==> src/rtl/uart_cmd_decoder.sv <==
// uart_cmd_decoder: assembles 5-byte command packets (SYNC, ADDR, DHI, DLO, CSUM)
// from validated UART receive frames and issues one register-write strobe per
// checksum-verified packet. Corrupted, malformed or stalled packets are dropped
// and counted in a saturating error counter.
//
// Ports:
//   clk          system clock
//   rst          asynchronous, active-low reset
//   frame[8:0]   [7:0] data byte, [8] upstream parity-error flag (1 = bad)
//   frame_valid  one-cycle qualifier for frame
//   wr_en        one-cycle register-write strobe
//   wr_addr      register address, held until the next write
//   wr_data      register data {DHI, DLO}, held until the next write
//   pkt_err      one-cycle pulse per discarded packet
//   err_count    saturating count of discarded packets
//   busy         high while a packet is partially received
//
// Build option: define UART_CMD_TIMEOUT_EN to abort packets whose next byte
// does not arrive within TIMEOUT_CYCLES clocks.
module uart_cmd_decoder #(
  parameter int unsigned TIMEOUT_CYCLES = 1_000_000,
  parameter logic [7:0]  SYNC_BYTE      = 8'hA5
) (
  input  logic        clk,
  input  logic        rst,
  input  logic [8:0]  frame,
  input  logic        frame_valid,
  output logic        wr_en,
  output logic [7:0]  wr_addr,
  output logic [15:0] wr_data,
  output logic        pkt_err,
  output logic [7:0]  err_count,
  output logic        busy
);

  localparam int unsigned BYTE_W = 8;
  localparam int unsigned CNT_W  = 20;

  typedef enum logic [2:0] {IDLE, ADDR, DHI, DLO, CSUM} state_t;

  state_t              state_q, state_d;
  logic [BYTE_W-1:0]   addr_q, addr_d;
  logic [BYTE_W-1:0]   dhi_q, dhi_d;
  logic [BYTE_W-1:0]   dlo_q, dlo_d;
  logic [BYTE_W-1:0]   xor_q, xor_d;
  logic                wr_en_d, pkt_err_d, busy_d;
  logic [BYTE_W-1:0]   wr_addr_d, err_count_d;
  logic [2*BYTE_W-1:0] wr_data_d;
  logic                drop;
  logic                timeout_c;

  logic [BYTE_W-1:0] byte_in;
  logic              bad;
  assign byte_in = frame[7:0];
  assign bad     = frame[8];

`ifdef UART_CMD_TIMEOUT_EN
  logic [CNT_W-1:0] gap_cnt;

  // Inter-byte gap counter; only runs while a packet is in progress.
  always_ff @(posedge clk or negedge rst) begin
    if (!rst) begin
      gap_cnt <= '0;
    end else if (frame_valid || state_q == IDLE) begin
      gap_cnt <= '0;
    end else begin
      gap_cnt <= gap_cnt + CNT_W'(1);
    end
  end

  // A frame arriving in the expiry cycle takes precedence over the timeout.
  assign timeout_c = (state_q != IDLE) && !frame_valid &&
                     (gap_cnt == CNT_W'(TIMEOUT_CYCLES - 1));
`else
  logic unused_timeout_cfg;
  assign unused_timeout_cfg = (TIMEOUT_CYCLES != 0) && (CNT_W != 0);
  assign timeout_c          = 1'b0;
`endif

  // State and registered outputs.
  always_ff @(posedge clk or negedge rst) begin
    if (!rst) begin
      state_q   <= IDLE;
      addr_q    <= '0;
      dhi_q     <= '0;
      dlo_q     <= '0;
      xor_q     <= '0;
      wr_en     <= 1'b0;
      wr_addr   <= '0;
      wr_data   <= '0;
      pkt_err   <= 1'b0;
      err_count <= '0;
      busy      <= 1'b0;
    end else begin
      state_q   <= state_d;
      addr_q    <= addr_d;
      dhi_q     <= dhi_d;
      dlo_q     <= dlo_d;
      xor_q     <= xor_d;
      wr_en     <= wr_en_d;
      wr_addr   <= wr_addr_d;
      wr_data   <= wr_data_d;
      pkt_err   <= pkt_err_d;
      err_count <= err_count_d;
      busy      <= busy_d;
    end
  end

  // Next-state and next-output logic.
  always_comb begin
    state_d     = state_q;
    addr_d      = addr_q;
    dhi_d       = dhi_q;
    dlo_d       = dlo_q;
    xor_d       = xor_q;
    wr_en_d     = 1'b0;
    pkt_err_d   = 1'b0;
    wr_addr_d   = wr_addr;
    wr_data_d   = wr_data;
    err_count_d = err_count;
    drop        = 1'b0;

    unique case (state_q)
      IDLE: begin
        // Noise and flagged frames are ignored without counting.
        if (frame_valid && !bad && byte_in == SYNC_BYTE) begin
          state_d = ADDR;
          xor_d   = '0;
        end
      end
      ADDR: begin
        if (frame_valid) begin
          if (bad) begin
            drop = 1'b1;
          end else begin
            addr_d  = byte_in;
            xor_d   = xor_q ^ byte_in;
            state_d = DHI;
          end
        end
      end
      DHI: begin
        if (frame_valid) begin
          if (bad) begin
            drop = 1'b1;
          end else begin
            dhi_d   = byte_in;
            xor_d   = xor_q ^ byte_in;
            state_d = DLO;
          end
        end
      end
      DLO: begin
        if (frame_valid) begin
          if (bad) begin
            drop = 1'b1;
          end else begin
            dlo_d   = byte_in;
            xor_d   = xor_q ^ byte_in;
            state_d = CSUM;
          end
        end
      end
      CSUM: begin
        if (frame_valid) begin
          if (!bad && byte_in == xor_q) begin
            wr_en_d   = 1'b1;
            wr_addr_d = addr_q;
            wr_data_d = {dhi_q, dlo_q};
            state_d   = IDLE;
          end else begin
            drop = 1'b1;
          end
        end
      end
      default: state_d = IDLE;
    endcase

    if (timeout_c) begin
      drop = 1'b1;
    end

    // Any abort returns to IDLE; the aborting byte is never re-examined as SYNC.
    if (drop) begin
      state_d     = IDLE;
      pkt_err_d   = 1'b1;
      err_count_d = (err_count == 8'hFF) ? err_count : err_count + 8'd1;
    end

    busy_d = (state_d != IDLE);
  end

endmodule

==> config.mk <==
export PLATFORM = sky130hd
export DESIGN_NAME = uart_cmd_decoder
export DESIGN_NICKNAME = d
export VERILOG_FILES = /design/src/rtl/uart_cmd_decoder.sv
export SDC_FILE = /design/constraint.sdc
export NUM_CORES = 1
export LEC_CHECK = 0
export CORE_UTILIZATION = 50
export DETAILED_ROUTE_END_ITERATION = 8
export GPL_ROUTABILITY_DRIVEN = 1
export PLACE_DENSITY = 0.87
export RECOVER_POWER = 100
export SYNTH_ARGS = -nofsm -noshare
export SYNTH_HDL_FRONTEND = slang
export SYNTH_SLANG_ARGS = --single-unit
export TNS_END_PERCENT = 50
==> constraint.sdc <==
create_clock -name clk -period 2.6 [get_ports clk]
set_input_delay 0.65 -clock clk [delete_from_list [all_inputs] [get_ports clk]]
set_output_delay 0.65 -clock clk [all_outputs]
set_load 0.1 [all_outputs]
# After elaboration in Yosys (flattened, before gate mapping)
# Index checks and enable logic that the tools add are counted.
totals:
  ff_bits: 70
  in_bits: 12
  out_inout_bits: 35
  word_cells: 63
op_classes:
  addsub: 1
  eq_ne: 10
  n_mux: 24
  bitwise_logic: 3
  n_reduce_logical: 14
ops:
  columns: ["cell", "n"]
  rows:
  - ["$mux W3", 10]
  - ["$mux W8", 3]
  - ["$eq A8 B8 Y1 const B", 2]
  - ["$pmux W8 S2", 1]
  - ["$pmux W3 S5", 1]
  - ["$reduce_and A3 Y1", 4]
  - ["$add A8 B1 Y8 const B", 1]
  - ["$eq A8 B8 Y1", 1]
  - ["$mux W1", 8]
  - ["$xor A8 B8 Y8", 1]
  - ["$eq A3 B2 Y1 const B", 2]
  - ["$ne A2 B2 Y1 const B", 2]
  - ["$reduce_and A4 Y1", 1]
  - ["$eq A3 B1 Y1 const B", 1]
  - ["$eq A3 B3 Y1 const B", 1]
  - ["$logic_and A1 B1 Y1", 3]
  - ["$logic_not A3 Y1", 1]
  - ["$reduce_bool A3 Y1", 1]
  - ["$reduce_or A3 Y1", 1]
  - ["$ne A2 B1 Y1 const B", 1]
  - ["$not A1 Y1", 2]
  - ["$pmux W1 S2", 1]
  - ["$reduce_and A2 Y1", 1]
  - ["$reduce_bool A2 Y1", 1]
  - ["$logic_not A1 Y1", 1]

# Logic depth before layout (Yosys ltp)
depth:
  ltp_word: 7
  mapped_depth: 6
  mapped_depth_nobuf: 6

# Worst setup path before layout
# No wires, ideal clock.
synth_timing:
  kind: "flip-flop to flip-flop"
  startpoint: "register err_count[0]"
  endpoint: "register err_count[1]"
  setup_time_ns: 0.126
  arrival_ns: 2.104
  required_ns: 2.474
  slack_ns: 0.370
  path_stages_with_launch: 7
  n_path_buf: 0
  period_less_slack_ns: 2.230
  cell_sequence: "dfrtp_1 ha_1 nand3_1 o21ai_0 nor2_1 nand2_1 mux2_2"
synth_via:
  elab_chain_len: 3
  word_cells_on_any_way: 4
  cone_classes: "1 x add/sub; 1 x eq/ne; 1 x bitwise; 1 x reduce/logical"
synth_lines:
  columns: ["element", "line", "text"]
  rows:
  - ["from (decl)", "32", "output logic [7:0] err_count,"]
  - ["from (signal assigned)", "104", "err_count <= err_count_d;"]
  - ["branches (longest 3 deep; another with $add A8 B1 Y8)", null, null]
# Parallel ways; which one is timed is not known.
# A chain may end at the register's enable or synchronous reset.

# Worst setup path in the final report
layout_timing:
  startpoint: "input frame[6]"
  endpoint: "register xor_q[4]"
layout_via:
  elab_chain_len: 4
layout_lines:
  columns: ["element", "line", "text"]
  rows:
  - ["from (decl)", "26", "input logic [8:0] frame,"]
  - ["$eq A8 B8 Y1", "126", "if (frame_valid && !bad && byte_in == SYNC_BYTE) begin"]
  - ["$logic_and A1 B1 Y1", "126", null]
  - ["$ne A2 B2 Y1 (no source line)", null, null]
  - ["$reduce_and A4 Y1 (no source line)", null, null]
  - ["to (signal assigned)", "99", "xor_q <= xor_d;"]
  - ["to (decl)", "45", "logic [BYTE_W-1:0] xor_q, xor_d;"]
# No other way between the ends.

==> flow_results.xml <==
<?xml version="1.0" encoding="UTF-8"?>
<metrics>
  <group name="min_path">
    <metric name="worstHoldStart" unit="">wr_data[2]</metric>
    <metric name="whs_path_depth" unit="">1</metric>
    <metric name="hold_path_class" unit="">flip-flop to flip-flop</metric>
    <metric name="hold-path-endpoint" unit="">wr_data[2]</metric>
  </group>
  <group name="clocking">
    <metric name="postCtsSetupBuffers" unit="">0</metric>
    <metric name="numCtsBuffers" unit="">9</metric>
    <metric name="number_of_buffers_inserted_by_hold_repair_at_cts" unit="">0</metric>
    <metric name="cts-htree-levels" unit="">3</metric>
    <metric name="clock_insertion_delay_worst_skew" unit="ns">0.35</metric>
    <metric name="ctsLongestPathBuffers" unit="">2</metric>
    <metric name="cts_tree" unit="">done</metric>
    <metric name="numClockSinks" unit="">70</metric>
    <metric name="cts_root_buffer" unit="">sky130_fd_sc_hd__clkbuf_8</metric>
    <metric name="cts-resized-gates" unit="">0</metric>
    <metric name="clk_pin_slew_worst_paths" unit="ns">0.07</metric>
  </group>
  <group name="final_layout">
    <metric name="layout.cell_area.non_filler" unit="um2">3630</metric>
    <metric name="area_delta_synth_final" unit="%">23.2</metric>
    <metric name="share_of_post_route_cells_with_drive_strength_above_1" unit="%">28.4</metric>
    <metric name="antenna-diode-count" unit="">0</metric>
    <metric name="commonest_non_fill_non_tap_cells_in_the_layout" unit="">sky130_fd_sc_hd__dfrtp_1 (70), sky130_fd_sc_hd__mux2_2 (46), sky130_fd_sc_hd__clkbuf_1 (35)</metric>
    <metric name="final.fill_count" unit="">435</metric>
    <metric name="final_nets" unit="">311</metric>
    <metric name="most_common_library_cell_in_the_layout_ignoring_fill_and_taps" unit="">sky130_fd_sc_hd__dfrtp_1</metric>
  </group>
  <group name="detailed_routing">
    <metric name="number_of_antenna_violating_nets_in_the_routed_design" unit="">0</metric>
    <metric name="remaining_drc_errors" unit="">0</metric>
    <metric name="number_of_violations_reported_at_the_end_of_detailed_routing_iteration_0" unit="">126</metric>
    <metric name="num_vias" unit="">2056</metric>
    <metric name="post_detailed_route_via_to_cell_ratio" unit="">5.48</metric>
    <metric name="detailedRoute.firstPassIterationCount" unit="">4</metric>
    <metric name="avgRoutedWirePerCell" unit="um">16.1</metric>
    <metric name="routed_wl" unit="mm">6.03</metric>
  </group>
  <group name="timing">
    <metric name="post-route-period-util" unit="%">96.6</metric>
    <metric name="finalSetupTns" unit="ns">0</metric>
    <metric name="tightestPinTransition" unit="ns">1.66</metric>
    <metric name="timing_max_transition_violations_final" unit="">71</metric>
    <metric name="grt_setup_unrepaired" unit="">false</metric>
    <metric name="maxSlewHeadroom" unit="%">-10.6</metric>
    <metric name="hold_violations" unit="">0</metric>
    <metric name="fin_ws" unit="ns">0.0880</metric>
    <metric name="final.min_clock_period" unit="ns">2.51</metric>
    <metric name="skew" unit="ns">0.00887</metric>
    <metric name="setup_violations" unit="">0</metric>
    <metric name="achievable-frequency" unit="GHz">0.398</metric>
  </group>
  <group name="die">
    <metric name="die-area" unit="um2">6210</metric>
    <metric name="die_y" unit="um">78.8</metric>
    <metric name="fp.coreArea" unit="um2">5610</metric>
    <metric name="chipWidth" unit="um">78.8</metric>
    <metric name="core.rowCount" unit="">27</metric>
    <metric name="initial_core_utilization" unit="%">52.6</metric>
    <metric name="boundaryPins" unit="">47</metric>
  </group>
  <group name="critical_path">
    <metric name="regToRegEndpoint" unit="">wr_addr[3]</metric>
    <metric name="rrSetupSlack" unit="ns">0.50</metric>
    <metric name="end_kind" unit="">flip-flop</metric>
    <metric name="timing.reg2reg.worst_path_depth" unit="">6</metric>
    <metric name="worst_ep_arrival_time" unit="ns">2.77</metric>
    <metric name="critical_path_peak_fanout" unit="">8</metric>
    <metric name="crit_path_cell_trace" unit="">clkdlybuf4s50_1 -&gt; buf_4 -&gt; or4bb_1 -&gt; nor2_1 -&gt; o31ai_1 -&gt; o21ai_0 -&gt; o21ai_0</metric>
    <metric name="timing.critical_path.max_delay_family" unit="">compound AO/OA/AOI/OAI gates</metric>
    <metric name="reg2reg_from" unit="">xor_q[7]</metric>
    <metric name="crit_top_cell" unit="">sky130_fd_sc_hd__o21ai_0</metric>
    <metric name="critical_path_required" unit="ns">2.86</metric>
    <metric name="cp_slowest_stage_delay" unit="ns">0.86</metric>
    <metric name="timing.critical_path.slowest_stage_cell" unit="">sky130_fd_sc_hd__o31ai_1</metric>
    <metric name="cp-start-kind" unit="">primary input</metric>
    <metric name="setup.worst_path.class" unit="">primary input to flip-flop</metric>
    <metric name="cp_num_buf_inv" unit="">2</metric>
  </group>
  <group name="placed_design">
    <metric name="place_hpwl" unit="mm">4.12</metric>
    <metric name="post-place-ws" unit="ns">-0.133</metric>
    <metric name="port-buffer-count" unit="">46</metric>
    <metric name="placement.cell_area" unit="um2">3570</metric>
    <metric name="finalWeightedCongestion" unit="">0.793</metric>
  </group>
  <group name="pwr">
    <metric name="power_leakage" unit="nW">1.76</metric>
    <metric name="power.density" unit="nW/um2">649</metric>
    <metric name="power.ir.vdd_worst" unit="V">0.000426</metric>
  </group>
  <group name="synth">
    <metric name="synth_cells" unit="">225</metric>
    <metric name="sequential_area_share_after_synthesis" unit="%">59.4</metric>
    <metric name="synth-compound-area-share" unit="%">5.18</metric>
    <metric name="synth_area" unit="um2">2950</metric>
    <metric name="postSynthNetCount" unit="">238</metric>
    <metric name="dominant_combinational_cell_family_by_area_after_synthesis" unit="">multiplexers</metric>
    <metric name="yosys_register_bits" unit="">70</metric>
    <metric name="synth_top_area_share" unit="%">59.4</metric>
    <metric name="adder_and_majority_gate_portion_of_the_synthesized_area" unit="%">0.424</metric>
    <metric name="synth-warning-count" unit="">0</metric>
    <metric name="yosys-top-cells-area" unit="">sky130_fd_sc_hd__dfrtp_1 (59%), sky130_fd_sc_hd__mux2_2 (18%), sky130_fd_sc_hd__o21ai_0 (3.4%)</metric>
    <metric name="post_synth.cell_area_avg" unit="um2">13.1</metric>
    <metric name="netlist.top_cell.by_area" unit="">sky130_fd_sc_hd__dfrtp_1</metric>
    <metric name="synth.area.mux_share" unit="%">19.0</metric>
    <metric name="post_synth_xor_xnor_area" unit="%">4.45</metric>
    <metric name="yosys.area_share.simple" unit="%">10.1</metric>
    <metric name="ys_types" unit="">36</metric>
  </group>
  <group name="global_route">
    <metric name="first_global_vias" unit="">2046</metric>
    <metric name="grt_remaining_overflow" unit="">0</metric>
    <metric name="groute.usage.overall" unit="%">21.9</metric>
    <metric name="grt_first_pass_wirelength" unit="mm">10.0</metric>
    <metric name="antenna_found_initial" unit="">0</metric>
    <metric name="grt_max_degree" unit="">71</metric>
  </group>
  <group name="flow_run">
    <metric name="timing.max_cap.violations" unit="">1</metric>
  </group>
  <group name="status">
    <metric name="outcome" unit="">finished with violations</metric>
    <metric name="violations_in_the_final_reports" unit="">max-capacitance violations, max-slew violations</metric>
  </group>
</metrics>
state kept, by name (all words and copies together), names as in the netlist:
signal and flops:
wr_data 16, addr_q 8, dhi_q 8, dlo_q 8
err_count 8, wr_addr 8, xor_q 8, state_q 3
busy 1, pkt_err 1, wr_en 1
per-stage QoR:
step                      total power (W)  utilization [%]  hold slack (ns)  std cells
after floorplan                   0.00123                -            0.354        225
after global placement            0.00132             63.7            0.470        359
after detailed placement          0.00133             63.7            0.476        359
after CTS                         0.00239             68.0            0.317        375
after global routing              0.00244             64.8            0.508        375
final                             0.00236             64.8            0.487        375
report_power, final:
group	total [W]	switching, W	internal, W
Clock	0.00106	0.000420	0.000642
Sequential	0.00113	0.0000170	0.00111
Combinational	0.000172	0.000119	0.0000529
layout make-up:
| class | instances | area (um2) | share of cell area, % |
|---|---|---|---|
| Tap cell | 72 | 90.1 | 2.48 |
| Multi-Input combinational cell | 148 | 1150 | 31.5 |
| Sequential cell | 70 | 1750 | 48.2 |
| Inverter | 1 | 3.75 | 0.103 |
| Clock inverter | 7 | 120 | 3.31 |
| Timing Repair Buffer | 68 | 398 | 11.0 |
| Clock buffer | 9 | 124 | 3.41 |
synthesized netlist by cell type:
cell type and n:
sky130_fd_sc_hd__o21a_1 1, sky130_fd_sc_hd__mux2_1 3, sky130_fd_sc_hd__ha_1 1, sky130_fd_sc_hd__nor2_1 17, sky130_fd_sc_hd__or3b_1 1, sky130_fd_sc_hd__clkbuf_1 3, sky130_fd_sc_hd__nor4_2 1, sky130_fd_sc_hd__xnor2_1 7
sky130_fd_sc_hd__o21bai_1 1, sky130_fd_sc_hd__and4_1 1, sky130_fd_sc_hd__or4bb_1 2, sky130_fd_sc_hd__a22oi_1 1, sky130_fd_sc_hd__dfrtp_1 70, sky130_fd_sc_hd__nand3_1 5, sky130_fd_sc_hd__o21ai_0 20, sky130_fd_sc_hd__nand3_2 1
sky130_fd_sc_hd__and3_1 1, sky130_fd_sc_hd__inv_1 1, sky130_fd_sc_hd__mux2i_1 1, sky130_fd_sc_hd__o22ai_1 1, sky130_fd_sc_hd__a21oi_1 2, sky130_fd_sc_hd__nor3_1 1, sky130_fd_sc_hd__nor3_4 1, sky130_fd_sc_hd__o31ai_1 1
sky130_fd_sc_hd__nand2b_1 1, sky130_fd_sc_hd__a31oi_1 1, sky130_fd_sc_hd__buf_2 1, sky130_fd_sc_hd__nor2b_1 4, sky130_fd_sc_hd__mux2_2 46, sky130_fd_sc_hd__nor2_2 1, sky130_fd_sc_hd__buf_6 2, sky130_fd_sc_hd__xor2_1 8
sky130_fd_sc_hd__nand2_1 11, sky130_fd_sc_hd__and2_1 1, sky130_fd_sc_hd__nand3b_1 1, sky130_fd_sc_hd__nand4_1 4
worst max-delay path by stage:
stage | start | endpoint | slack [ns] | cells past startpoint
floorplan | err_count[0] | err_count[1] | 0.37 | 6
global placement | frame[7] | wr_data[13] | -0.11 | 7
detailed placement | frame[6] | xor_q[3] | -0.13 | 7
CTS | frame[6] | xor_q[2] | 0.20 | 7
global route | frame[2] | xor_q[4] | 0.002 | 7
finish | frame[6] | xor_q[4] | 0.09 | 7
logic make-up (layout without fill, tap and decap cells):
group | count (synthesis) | count (layout)
adder cells (fa/ha/maj) | 1 | 1
multiplexers | 50 | 50
AND/OR/NAND/NOR | 54 | 54
AO/OA/AOI/OAI | 28 | 28
buffers and inverters | 7 | 85
flip-flops | 70 | 70
XOR/XNOR | 15 | 15
worst register-to-register path, cell delays in order (launching register included):
cell	delay, ns
sky130_fd_sc_hd__dfrtp_1	0.41
sky130_fd_sc_hd__xor2_1	0.17
sky130_fd_sc_hd__nor4_1	0.43
sky130_fd_sc_hd__nand3_2	0.15
sky130_fd_sc_hd__nor3_4	0.27
sky130_fd_sc_hd__buf_4	0.22
sky130_fd_sc_hd__mux2_2	0.35
metal layers:
layer  track usage [%]  wire length (um)  vias up
met5                 0                 0        -
met4              13.0               160        0
met3              4.14               262       16
met2              32.0              2800       68
met1              30.5              2810     1030
li1                  -                 -      942
No activity file was read; power rests on OpenSTA's default activity.
